`src/rtl/cpu_pkg.sv`:
```
// Shared CPU definitions: control-transfer encodings, FSM states and reset/vector defaults.
package cpu_pkg;

  typedef enum logic [1:0] {
    CTI_NONE = 2'd0,
    CTI_BR   = 2'd1,
    CTI_J    = 2'd2,
    CTI_JR   = 2'd3
  } cti_e;

  typedef enum logic {
    NPC_SEQ   = 1'b0,
    NPC_DSLOT = 1'b1
  } npc_state_e;

  localparam logic [31:0] DEF_RESET_PC = 32'h0000_3000;
  localparam logic [31:0] DEF_EXC_VEC  = 32'h0000_4180;

  // Branch displacement in bytes: word offset sign-extended and scaled by 4.
  function automatic logic [31:0] branch_offset(input logic [15:0] imm16);
    return {{14{imm16[15]}}, imm16, 2'b00};
  endfunction

endpackage

```
`src/rtl/npc_target.sv`:
```
// Combinational control-transfer target calculator for the next-PC unit.
module npc_target
  import cpu_pkg::*;
(
  input  logic [1:0]  cti,
  input  logic        br_taken,
  input  logic [31:0] pc,
  input  logic [15:0] imm16,
  input  logic [25:0] index26,
  input  logic [31:0] rs_val,
  output logic [31:0] target
);

  logic [31:0] pc_plus4;

  assign pc_plus4 = pc + 32'd4;

  // NOTE: target gets a value before the case so no path leaves it unassigned (no latch).
  always_comb begin
    target = pc_plus4;
    case (cti_e'(cti))
      CTI_BR:  target = br_taken ? pc_plus4 + branch_offset(imm16) : pc + 32'd8;
      CTI_J:   target = {pc_plus4[31:28], index26, 2'b00};
      CTI_JR:  target = rs_val;
      default: target = pc_plus4;
    endcase
  end

endmodule

```
`src/rtl/npc_unit.sv`:
```
// Next-PC unit with one-instruction delay slot; define NPC_EXC_EN to add the
// exception entry / eret return path (exc_req, eret, epc, bd).
module npc_unit
  import cpu_pkg::*;
#(
  parameter logic [31:0] RESET_PC = DEF_RESET_PC,
  parameter logic [31:0] EXC_VEC  = DEF_EXC_VEC
) (
  input  logic        clk,
  input  logic        reset,
  input  logic [31:0] pc,
  input  logic        stall,
  input  logic [1:0]  cti,
  input  logic        br_taken,
  input  logic [15:0] imm16,
  input  logic [25:0] index26,
  input  logic [31:0] rs_val,
  output logic [31:0] next_pc,
  output logic [31:0] link_addr,
  output logic        in_dslot,
  output logic        cti_err
`ifdef NPC_EXC_EN
  ,
  input  logic        exc_req,
  input  logic        eret,
  output logic [31:0] epc,
  output logic        bd
`endif
);

  npc_state_e  state_q, state_d;
  logic [31:0] tgt_q, tgt_d;
  logic [31:0] target;

  npc_target u_target (
    .cti      (cti),
    .br_taken (br_taken),
    .pc       (pc),
    .imm16    (imm16),
    .index26  (index26),
    .rs_val   (rs_val),
    .target   (target)
  );

  assign link_addr = pc + 32'd8;
  assign in_dslot  = (state_q == NPC_DSLOT);

  // Later assignments override earlier ones, giving reset > exc_req > eret > stall > FSM.
  always_comb begin
    state_d = state_q;
    tgt_d   = tgt_q;
    next_pc = pc + 32'd4;
    cti_err = 1'b0;

    if (state_q == NPC_DSLOT) begin
      next_pc = tgt_q;
      cti_err = (cti_e'(cti) != CTI_NONE);
      state_d = NPC_SEQ;
    end else if (cti_e'(cti) != CTI_NONE) begin
      state_d = NPC_DSLOT;
      tgt_d   = target;
    end

    if (stall) begin
      next_pc = pc;
      state_d = state_q;
      tgt_d   = tgt_q;
    end

`ifdef NPC_EXC_EN
    if (eret) begin
      next_pc = epc;
      state_d = NPC_SEQ;
      tgt_d   = tgt_q;
    end

    if (exc_req) begin
      next_pc = EXC_VEC;
      state_d = NPC_SEQ;
      tgt_d   = tgt_q;
    end
`endif

    if (reset) begin
      next_pc = RESET_PC;
      state_d = NPC_SEQ;
      tgt_d   = '0;
      cti_err = 1'b0;
    end
  end

  // NOTE: registered state uses non-blocking assignments; reset is folded into state_d.
  always_ff @(posedge clk) begin
    state_q <= state_d;
    tgt_q   <= tgt_d;
  end

`ifdef NPC_EXC_EN
  always_ff @(posedge clk) begin
    if (reset) begin
      epc <= RESET_PC;
      bd  <= 1'b0;
    end else if (exc_req) begin
      epc <= in_dslot ? pc - 32'd4 : pc;
      bd  <= in_dslot;
    end
  end
`else
  // The exception vector has no consumer when the exception path is compiled out.
  logic unused_exc_vec;
  assign unused_exc_vec = ^EXC_VEC;
`endif

endmodule

```
`config.mk`:
```
export PLATFORM = sky130hd
export DESIGN_NAME = npc_unit
export DESIGN_NICKNAME = d
export VERILOG_FILES = /design/src/rtl/cpu_pkg.sv /design/src/rtl/npc_target.sv /design/src/rtl/npc_unit.sv
export SDC_FILE = /design/constraint.sdc
export NUM_CORES = 1
export LEC_CHECK = 0
export ABC_AREA = 1
export BUFFER_PORTS_ARGS = -buffer_cell sky130_fd_sc_hd__clkbuf_2
export CAP_MARGIN = 20
export CORE_MARGIN = 5
export CORE_UTILIZATION = 55
export DETAILED_ROUTE_END_ITERATION = 6
export PLACE_DENSITY = 0.92
export RECOVER_POWER = 100
export SLEW_MARGIN = 15
export SYNTH_ARGS = -nofsm -noshare
export SYNTH_HDL_FRONTEND = slang
export SYNTH_SLANG_ARGS = --single-unit
```
`constraint.sdc`:
```
create_clock -name clk -period 3.64 [get_ports clk]
set_clock_uncertainty 0.1 [all_clocks]
set_input_delay 0.364 -clock clk [delete_from_list [all_inputs] [get_ports clk]]
set_output_delay 0.364 -clock clk [all_outputs]
set_load 0.03 [all_outputs]
```
==> summary.md, run 1 <==
| Metric | Value |
|---|---|
| First-pass GRT wire length | `39820 um` |
| WL final | `26400 um` |
| Die height | `116.0 um` |
| P_sw | `882.8 uW` |
| Slew @ Worst Pin | `1.638 ns` |
| Period utilisation layout | `0.9545` |
| Max frequency | `287.8 MHz` |
| GRT Overall Usage | `0.3808` |
| Syn Area/Cell | `5.502 um^2` |
| CTS Buffer Depth | `2` |
| Family with the most delay on the worst path | `buffers and inverters` |
| Clock sinks | `33` |
| Net Count, Synth | `1274` |
| PnR Total Power | `1.864 mW` |
| Post-DP HPWL | `21300 um` |
| Slowest cell on the critical path | `clkbuf_1` |
| Hold Vio Cnt, Final | `0` |
| Minimum clock period | `3.474 ns` |
| Area of the mapped netlist | `6178 um^2` |
| Leakage | `3.829 nW` |
| Clk slew on worst S/H paths | `0.06 ns` |
| Die area | `13450 um^2` |
| DR vias/cell | `5.815` |
| Data required time of the critical path | `3.18 ns` |
| Average wire per standard cell | `18.56 um` |
| CP Cell Sequence | `clkbuf_1 > nor2_1 > clkbuf_2 > a221oi_1 > o21ai_0 > clkbuf_2` |
| CTS tree | `built` |
| IO buf count | `177` |
| CP peak stage delay | `1.16 ns` |
| H-tree depth | `2` |
| Setup ws final | `0.1657 ns` |
| Placed insts | `1414` |
| Yosys reg bits | `33` |
| Yosys warns | `0` |
| Status | `finished with violations` |
| Antenna violations before repair | `1` |
| Final ANT Viol Nets | `0` |
| Fin cells | `1422` |
| Clock Latency Late Sink | `0.28 ns` |
| Starting Density | `0.5650` |
| Place WS | `0.1451 ns` |
| Die W | `116.0 um` |
| Max_slew headroom | `-0.09170` |
| Failing checks | `max-capacitance violations, max-slew violations` |
| PwrDens | `258.5 nW/um^2` |
| CP startpoint | `stall` |
| Most frequent CP cell | `clkbuf_2` |
| Crit Reg-Reg Startpoint | `in_dslot` |
| Final setup fails | `0` |
| CTS buffer count | `5` |
| Worst Path Buf+Inv | `3` |
| Largest net degree at the start of global routing | `34` |
| Synth Instances | `1123` |
| Synth unique cells | `43` |
| Internal power contribution | `981.2 uW` |
| Root Buffer | `clkbuf_16` |
| Sequential fraction of the synthesis area | `0.1069` |
| RSZ-0062 raised after global routing | `no` |
| Net Sw Frac | `0.4736` |
| GRT Residual Overflow | `0` |
| CORE AREA | `10940 um^2` |
| Kind of critical path | `in2out` |
| Seq pwr share | `0.221` |
| Worst setup SP type | `input port` |
| # diodes | `0` |
| Hold bufs inserted after CTS | `0` |
| Worst-path fanout max | `29` |
| Post-cts gate resize count | `0` |
| Fin Setup TNS | `0 ns` |
| Share of cells above drive strength 1 | `0.1552` |
| Drt pass-1 iters | `6` |
| Worst Hold Class | `in2reg` |
| P&R area growth vs syn | `16.71%` |
| Vias | `8269` |
| WP data arrival | `3.01 ns` |
| HP Start | `rs_val[1]` |
| Vias in the first global route | `7780` |
| Initial DRC count | `936` |
| I/O Pins | `178` |
| Maxcap violations | `1` |
| GP Congestion | `1.054` |
| Setup Fix Bufs, Post-CTS | `0` |
| Peak supply drop | `0.2745 mV` |
| CP endpoint kind | `primary output` |
| Clock power share | `0.254` |
| Nets | `1432` |
| Rows | `38` |
| Drt drc | `0` |
| Comb power frac | `0.525` |
| Max Slew Vio Count | `29` |
-- cell usage in the layout, fill, tap and decap left out, drive strengths merged --
cell,n
nand2,381
clkbuf,187
inv,163
nor2,103
a21oi,77
nand3,74
o21ai,66
ha,38
xor2,38
dfxtp,33
a31oi,29
a221oi,22
nor3,15
buf,12
o21bai,9
o211ai,8
nand4,6
nand3b,4
clkinv,4
and2,4
or2,2
a21o,2
xnor2,1
o31ai,1
o21a,1
o22ai,1
fa,1
-- cells by family after synthesis --
family,count (synthesis),share of synthesized area
simple gates,589,0.4180
compound gates,216,0.2068
buf+inv,207,0.1292
xor+xnor,39,0.05893
fa+ha+maj,39,0.08020
flops,33,0.1069
-- metrics by stage --
| step | hold WS [ns] | instance area, um^2 | util |
|---|---|---|---|
| 3_5_place_dp | 0.3706 | 7182 | 0.6568 |
| 3_3_place_gp | 0.3650 | 7182 | 0.6568 |
| 4_1_cts | 0.2355 | 7340 | 0.6712 |
| 6_report | 0.2303 | 7211 | 0.6594 |
| 5_1_grt | 0.2622 | 7211 | 0.6594 |
| 2_1_floorplan | 0.3533 | 6178 | - |
-- worst min-delay path, cell delays in order --
cell and delay (ns):
clkbuf_2 0.07, a21oi_1 0.05, nor2_1 0.08
-- layout make-up --
type,count,area [um^2]
Inverter,166,623.1
Sequential cell,33,660.6
Multi-Input combinational cell,883,4667
Timing Repair Buffer,192,927.1
Fill cell,1149,3725
Clock inverter,1,5.005
Clock buffer,7,152.6
Tap cell,140,175.2
-- Yosys cell counts --
library cell    n  area (um^2)
o21bai_1        9        67.56
buf_2           5        25.02
nor3_1          8        40.04
nor2_1         83        311.6
a21oi_1        73        365.4
xor2_2          2        32.53
nand3_1        73        365.4
o21ai_0        56        280.3
a21o_1          2        15.01
o22ai_1         1        6.260
nand2_2        10        62.56
buf_4           4        30.03
ha_1           38        475.5
nand2_4         2        22.52
o21a_1          1        7.510
nor2_4          9        101.4
o31ai_2         1        12.51
a31oi_1        29        181.4
nor3_2          3        30.03
nand3_2         1        10.01
or2_2           2        12.51
a21oi_2         4        35.03
xor2_1         36        315.3
nor2_2         10        62.56
and2_2          1        7.510
o21ai_2         1        8.760
nand4_1         6        37.54
nand3b_1        4        30.03
inv_2           8        30.03
nand2_1       369         1385
nor2_8          1        20.02
xnor2_2         1        16.27
inv_1         155        581.8
and2_1          3        18.77
clkinv_1        3        11.26
o211ai_1        8        60.06
clkbuf_1       29        108.9
dfxtp_1        33        660.6
fa_1            1        20.02
o21ai_1         9        45.04
buf_1           3        11.26
a221oi_1       22        192.7
nor3_4          4        65.06
-- sequential cells by signal (all words and copies together) (netlist names) --
signal,cells
in_dslot,1
tgt_q,32
-- power by group through the flow --
stage	Clock [mW]	Combinational [mW]	Sequential [mW]
4_1_cts	0.466	0.974	0.410
3_5_place_dp	0	0.967	0.418
3_3_place_gp	0	0.959	0.417
5_1_grt	0.480	1.07	0.414
6_report	0.473	0.979	0.412
2_1_floorplan	0	0.643	0.414
-- final timing paths --
| check | end | slack, ns | cells after the start |
|---|---|---|---|
| hold reg to reg | tgt_q[4] | 0.38 | 2 |
| setup / recovery | next_pc[13] | 0.17 | 6 |
| hold / removal | tgt_q[1] | 0.23 | 3 |
| setup reg to reg | tgt_q[26] | 1.51 | 6 |
-- metal layers --
metal,global-route usage,part of all wire
met3,0.06423,0.11
met2,0.6229,0.45
met4,0.2382,0.074
met5,0,0.00030
met1,0.4634,0.37
No activity file was read; power rests on OpenSTA's default activity.
==> run 2: changes to the inputs <==
Settings changed: CORE_MARGIN 5 to 2.
==> run 2 against run 1 <==
Largest power group unchanged. Critical path type is now in2reg. Final area barely moved. Hold slack got worse by 0.018 ns. Clock-buffer cell count did not move. Utilization rose by 0.30 points. The run ends with design-rule violations left. Global-route usage rose by 4.0 points.
==> summary.md, run 2 (synthesized netlist as in run 1, its figures left out) <==
| Metric | Value |
|---|---|
| Status | `finished with violations` |
| Failing checks | `design-rule violations` |
| Maxcap violations | `0 (-1)` |
| First-pass GRT wire length | `38960 um (-2.1%)` |
| Hold Path Stages | `3 (unchanged)` |
| Filler instances | `1122 (-2.3%)` |
| GRT Overall Usage | `0.4211 (+0.04036)` |
| Max reg flops | `32 (unchanged)` |
| Crit Reg-Reg Startpoint | `in_dslot` |
| Clock Latency Late Sink | `0.29 ns (about the same)` |
| Setup Fix Bufs, Post-CTS | `0 (unchanged)` |
| Post-cts gate resize count | `0 (unchanged)` |
| Share of cells above drive strength 1 | `0.1572 (+0.001972)` |
| Starting Density | `0.5675 (+0.002467)` |
| Vias in the first global route | `7661 (-1.5%)` |
| Final setup fails | `0 (unchanged)` |
| Hold bufs inserted after CTS | `0 (unchanged)` |
| H-tree depth | `2 (unchanged)` |
| P&R area growth vs syn | `16.73% (about the same)` |
| Drt pass-1 iters | `7 (+1)` |
| Vias | `8314 (+0.54%)` |
| Worst Hold Class | `in2reg` |
| Hold Vio Cnt, Final | `0 (unchanged)` |
| GP Congestion | `1.034 (-1.9%)` |
| PnR Total Power | `1.761 mW (-5.5%)` |
| Layout Utilization | `0.6624 (+0.002994)` |
| Clock sinks | `33 (unchanged)` |
| Clk slew on worst S/H paths | `0.07 ns (about the same)` |
| WHS | `0.2123 ns (-0.01798 ns)` |
| Max_slew headroom | `0.02906 (+0.1208)` |
| IO buf count | `177 (unchanged)` |
| GRT Residual Overflow | `0 (unchanged)` |
| PwrDens | `244.2 nW/um^2 (-5.5%)` |
| Rows | `38 (unchanged)` |
| HP Start | `rs_val[8]` |
| Drt drc | `2 (+2)` |
| Crit Reg-Reg Endpoint | `tgt_q[1]` |
| Period utilisation layout | `0.9493 (-0.005154)` |
| WL final | `25290 um (-4.2%)` |
| Max frequency | `289.4 MHz (+0.54%)` |
| Minimum clock period | `3.456 ns (-0.01876 ns)` |
| # diodes | `0 (unchanged)` |
| Die W | `110.0 um (-5.2%)` |
| Reg2Reg Depth | `7 (+1)` |
| Data required time of the critical path | `3.70 ns (+0.52 ns)` |
| Hold endpoint | `tgt_q[8]` |
| CP endpoint kind | `flop` |
| Worst-path fanout max | `5 (-83%)` |
| CTS tree | `built` |
| Reg2reg setup slack | `1.23 ns (-0.28 ns)` |
| Root Buffer | `clkbuf_8` |
| Max Slew Vio Count | `0 (-100%)` |
| I/O Pins | `178 (unchanged)` |
| WP data arrival | `3.52 ns (+0.51 ns)` |
| Largest net degree at the start of global routing | `34 (unchanged)` |
| Fin cells | `1425 (+0.21%)` |
| Worst setup SP type | `input port` |
| CTS buffer count | `5 (unchanged)` |
| Die height | `110.0 um (-5.2%)` |
| Kind of critical path | `in2reg` |
| Average wire per standard cell | `17.75 um (-4.4%)` |
| Initial DRC count | `1002 (+7.1%)` |
| Die area | `12100 um^2 (-10%)` |
| DR vias/cell | `5.834 (+0.33%)` |
| CTS Buffer Depth | `2 (unchanged)` |
| Placed insts | `1417 (+0.21%)` |
| Most frequent cells in the layout | `nand2_1 (370), inv_1 (155), clkbuf_2 (127)` |
| Final ANT Viol Nets | `0 (unchanged)` |
| RSZ-0062 raised after global routing | `no` |
| CORE AREA | `10890 um^2 (-0.44%)` |
| Reg with most FFs | `tgt_q` |
| Slew @ Worst Pin | `1.456 ns (-0.1811 ns)` |
| Peak supply drop | `0.1833 mV (-33%)` |
| Antenna violations before repair | `0 (-1)` |
| Post-DP HPWL | `20590 um (-3.3%)` |
| Most common cell after layout, fill and taps aside | `nand2_1` |
| Nets | `1435 (+0.21%)` |
| Leakage | `3.845 nW (+0.42%)` |
| Fin Setup TNS | `0 ns (unchanged)` |
==> run 2: cell count changes in the layout (fill, tap and decap cells not counted), moves of 2 or more <==
cell / change
buf_4: +3
clkbuf_2: -2
clkbuf_16: -5
clkbuf_1: +3
clkbuf_8: +4
nor2_1: -2
==> run 2: where the power goes <==
group	switching (mW)	leakage, nW	total, mW	internal (mW)
Clock	0.152	0.0585	0.376	0.224
Sequential	0.0172	0.273	0.411	0.394
Combinational	0.677	3.51	0.975	0.298
Total	0.846	3.84	1.76	0.915
==> run 2: per-layer routing <==
metal	vias to the layer above	global-route usage	part of all wire
met5	-	0	0
li1	3967	-	-
met2	559	0.6512	0.43
met4	0	0.2848	0.081
met1	3653	0.5303	0.39
met3	135	0.07760	0.10
==> run 2: through the flow <==
stage / area, um^2 / setup WS [ns]
3_3_place_gp: 7204 / 0.1486
6_report: 7212 / 0.1844
4_1_cts: 7321 / 0.4111
5_1_grt: 7212 / 0.02838
2_1_floorplan: 6178 / 0.6873
3_5_place_dp: 7204 / 0.1200
==> run 2: worst max-delay path, stage by stage <==
cell	delay, ns
clkbuf_1	0.27
nand2_1	0.19
nor2_1	0.20
nand2_1	0.09
nor2_1	0.30
xor2_1	0.36
inv_1	0.12
ha_1	0.34
nand2_1	0.07
nand2_1	0.06
nand2_1	0.06
nand2_1	0.09
a21oi_1	0.14
nand2_1	0.17
xor2_1	0.19
o21ai_0	0.36
a21oi_1	0.12
==> run 2: worst max path at each step <==
stage	from	end	slack [ns]
final	pc[11]	tgt_q[15]	0.18
after global placement	pc[4]	tgt_q[27]	0.15
after floorplan	pc[3]	tgt_q[28]	0.69
after global routing	pc[4]	tgt_q[26]	0.03
after CTS	pc[4]	tgt_q[26]	0.41
after detailed placement	pc[4]	tgt_q[27]	0.12
==> run 2: area by class of cell <==
type / instances / area, um^2 / share of cell area
Clock buffer: 7 / 86.33 / 0.01197
Tap cell: 140 / 175.2 / 0.02429
Clock inverter: 1 / 30.03 / 0.004164
Multi-Input combinational cell: 883 / 4690 / 0.6502
Inverter: 166 / 623.1 / 0.08640
Timing Repair Buffer: 195 / 947.2 / 0.1313
Sequential cell: 33 / 660.6 / 0.09160
==> run 3: changes to the inputs <==
Settings changed: CORE_MARGIN 2 to 3.
==> run 3 against run 2 <==
The flow finishes with violations (design-rule violations, max-capacitance violations, max-slew violations). Clock-buffer cell count shrank 2. Sequential power about the same. Total power decreased by 4.6%. Utilization shrank 0.52 points. Critical path type unchanged. Largest power group unchanged. Global-route usage down 2.6 points. Critical endpoint unchanged. Maximum frequency hardly changed. Largest cell class unchanged. Die area grew 3.7%. Via count shrank 0.34%.
==> summary.md, run 3 (synthesized netlist as in run 1, its figures left out) <==
| Metric | Value |
|---|---|
| Status | `finished with violations` |
| Failing checks | `design-rule violations, max-capacitance violations, max-slew violations` |
| GP Congestion | `1.076 (+4.0%)` |
| Place WS | `0.01155 ns (-0.1085 ns)` |
| WP data arrival | `3.53 ns (about the same)` |
| WHS | `0.1894 ns (-0.02290 ns)` |
| Placed insts | `1418 (+0.071%)` |
| Post-DP HPWL | `20680 um (+0.44%)` |
| Data required time of the critical path | `3.72 ns (+0.02 ns)` |
| Setup Fix Bufs, Post-CTS | `0 (unchanged)` |
| Die height | `112.0 um (+1.8%)` |
| Initial DRC count | `1026 (+2.4%)` |
| # diodes | `0 (unchanged)` |
| Max reg flops | `32 (unchanged)` |
| Die W | `112.0 um (+1.8%)` |
| P&R area growth vs syn | `15.82%` |
| Nets | `1436 (+0.070%)` |
| Rows | `38 (unchanged)` |
| Antenna violations before repair | `0 (unchanged)` |
| Minimum clock period | `3.452 ns (-0.003431 ns)` |
| Filler instances | `1142 (+1.8%)` |
| GRT Residual Overflow | `0 (unchanged)` |
| Fin cells | `1426 (+0.070%)` |
| Max frequency | `289.7 MHz (about the same)` |
| Worst Hold Class | `in2reg` |
| Peak supply drop | `0.1797 mV (-2.0%)` |
| Leakage | `3.793 nW (-1.4%)` |
| Share of cells above drive strength 1 | `0.1524 (-0.004788)` |
| Clock Latency Late Sink | `0.31 ns (+0.02 ns)` |
| DR vias/cell | `5.811 (-0.41%)` |
| CP endpoint kind | `flop` |
| First-pass GRT wire length | `39290 um (+0.83%)` |
| H-tree depth | `2 (unchanged)` |
| Hold Vio Cnt, Final | `0 (unchanged)` |
| CTS tree | `built` |
| Largest net degree at the start of global routing | `41 (+21%)` |
| IO buf count | `177 (unchanged)` |
| Maxcap violations | `1 (+1)` |
| Period utilisation layout | `0.9484 (about the same)` |
| PwrDens | `234.8 nW/um^2 (-3.8%)` |
| Root Buffer | `clkbuf_8` |
| Clock sinks | `33 (unchanged)` |
| Layout Utilization | `0.6572 (-0.005171)` |
| Max_slew headroom | `-0.03722 (-0.06627)` |
| Max Slew Vio Count | `29 (+29)` |
| PnR Total Power | `1.680 mW (-4.6%)` |
| CTS buffer count | `5 (unchanged)` |
| Placed Instance Area | `7212 um^2 (+0.10%)` |
| I/O Pins | `178 (unchanged)` |
| CORE AREA | `10890 um^2 (unchanged)` |
| Most frequent cells in the layout | `nand2_1 (370), inv_1 (156), clkbuf_2 (124)` |
| CTS Buffer Depth | `2 (unchanged)` |
| Drt drc | `4 (+2)` |
| Starting Density | `0.5675 (unchanged)` |
| Setup ws final | `0.1879 ns (+0.003431 ns)` |
| Clk slew on worst S/H paths | `0.08 ns (about the same)` |
| Fin Setup TNS | `0 ns (unchanged)` |
| Hold bufs inserted after CTS | `0 (unchanged)` |
| Kind of critical path | `in2reg` |
| Final non-filler cell area | `7156 um^2 (-0.78%)` |
| Slew @ Worst Pin | `1.556 ns (+0.09941 ns)` |
| Vias in the first global route | `7629 (-0.42%)` |
| Worst setup SP type | `input port` |
| Worst-path fanout max | `4 (-1)` |
| Vias | `8286 (-0.34%)` |
| Final setup fails | `0 (unchanged)` |
| Post-cts gate resize count | `0 (unchanged)` |
| Area of the multi-input gates | `4663 um^2 (-0.56%)` |
| Drt pass-1 iters | `7 (unchanged)` |
| Final ANT Viol Nets | `0 (unchanged)` |
| GRT Overall Usage | `0.3947 (-0.02643)` |
| Sequential cell area | `660.6 um^2 (unchanged)` |
| Die area | `12540 um^2 (+3.7%)` |
| RSZ-0062 raised after global routing | `no` |
| Reg with most FFs | `tgt_q` |
| WL final | `25420 um (+0.50%)` |
| Average wire per standard cell | `17.83 um (+0.43%)` |
| Most common cell after layout, fill and taps aside | `nand2_1` |
==> run 3: path summary, 6_finish.rpt <==
check	slack, ns	end	cells after the start	startpoint
max	0.19	tgt_q[15]	17	pc[4]
min	0.19	tgt_q[0]	3	rs_val[0]
max reg2reg	1.10	tgt_q[19]	6	in_dslot
min reg2reg	0.38	tgt_q[4]	2	tgt_q[4]
==> run 3: final cells by class <==
class | instances | share of cell area
flip-flops and latches | 33 | 0.09232
inverters | 166 | 0.08708
clock inverters | 3 | 0.002448
clock buffers | 5 | 0.009617
multi-input cells | 883 | 0.6517
well taps | 140 | 0.02448
repair buffers | 196 | 0.1324
==> run 3: critical path, stage by stage <==
cell	delay (ns)
clkbuf_2	0.15
ha_1	0.28
inv_1	0.17
nor2_2	0.17
nand2_1	0.15
nor2_1	0.27
xor2_1	0.29
ha_1	0.33
nand2_1	0.11
inv_1	0.06
nand2_1	0.06
nand2_1	0.08
a21oi_1	0.14
nand2_1	0.19
xor2_1	0.19
o21ai_0	0.41
a21oi_1	0.11
==> run 3: power breakdown <==
part	total [mW]	switching, mW	internal [mW]
clock network	0.300	0.168	0.132
logic	0.969	0.672	0.297
registers	0.411	0.0177	0.393
==> run 3: per-layer routing <==
layer  track usage  wire length [um]  vias to the layer above
li1              -                 -                     3957
met1        0.4980              9722                     3644
met2        0.6319             11290                      567
met3       0.06304              2567                      118
met4        0.2388              1841                        0
met5             0                 0                        -
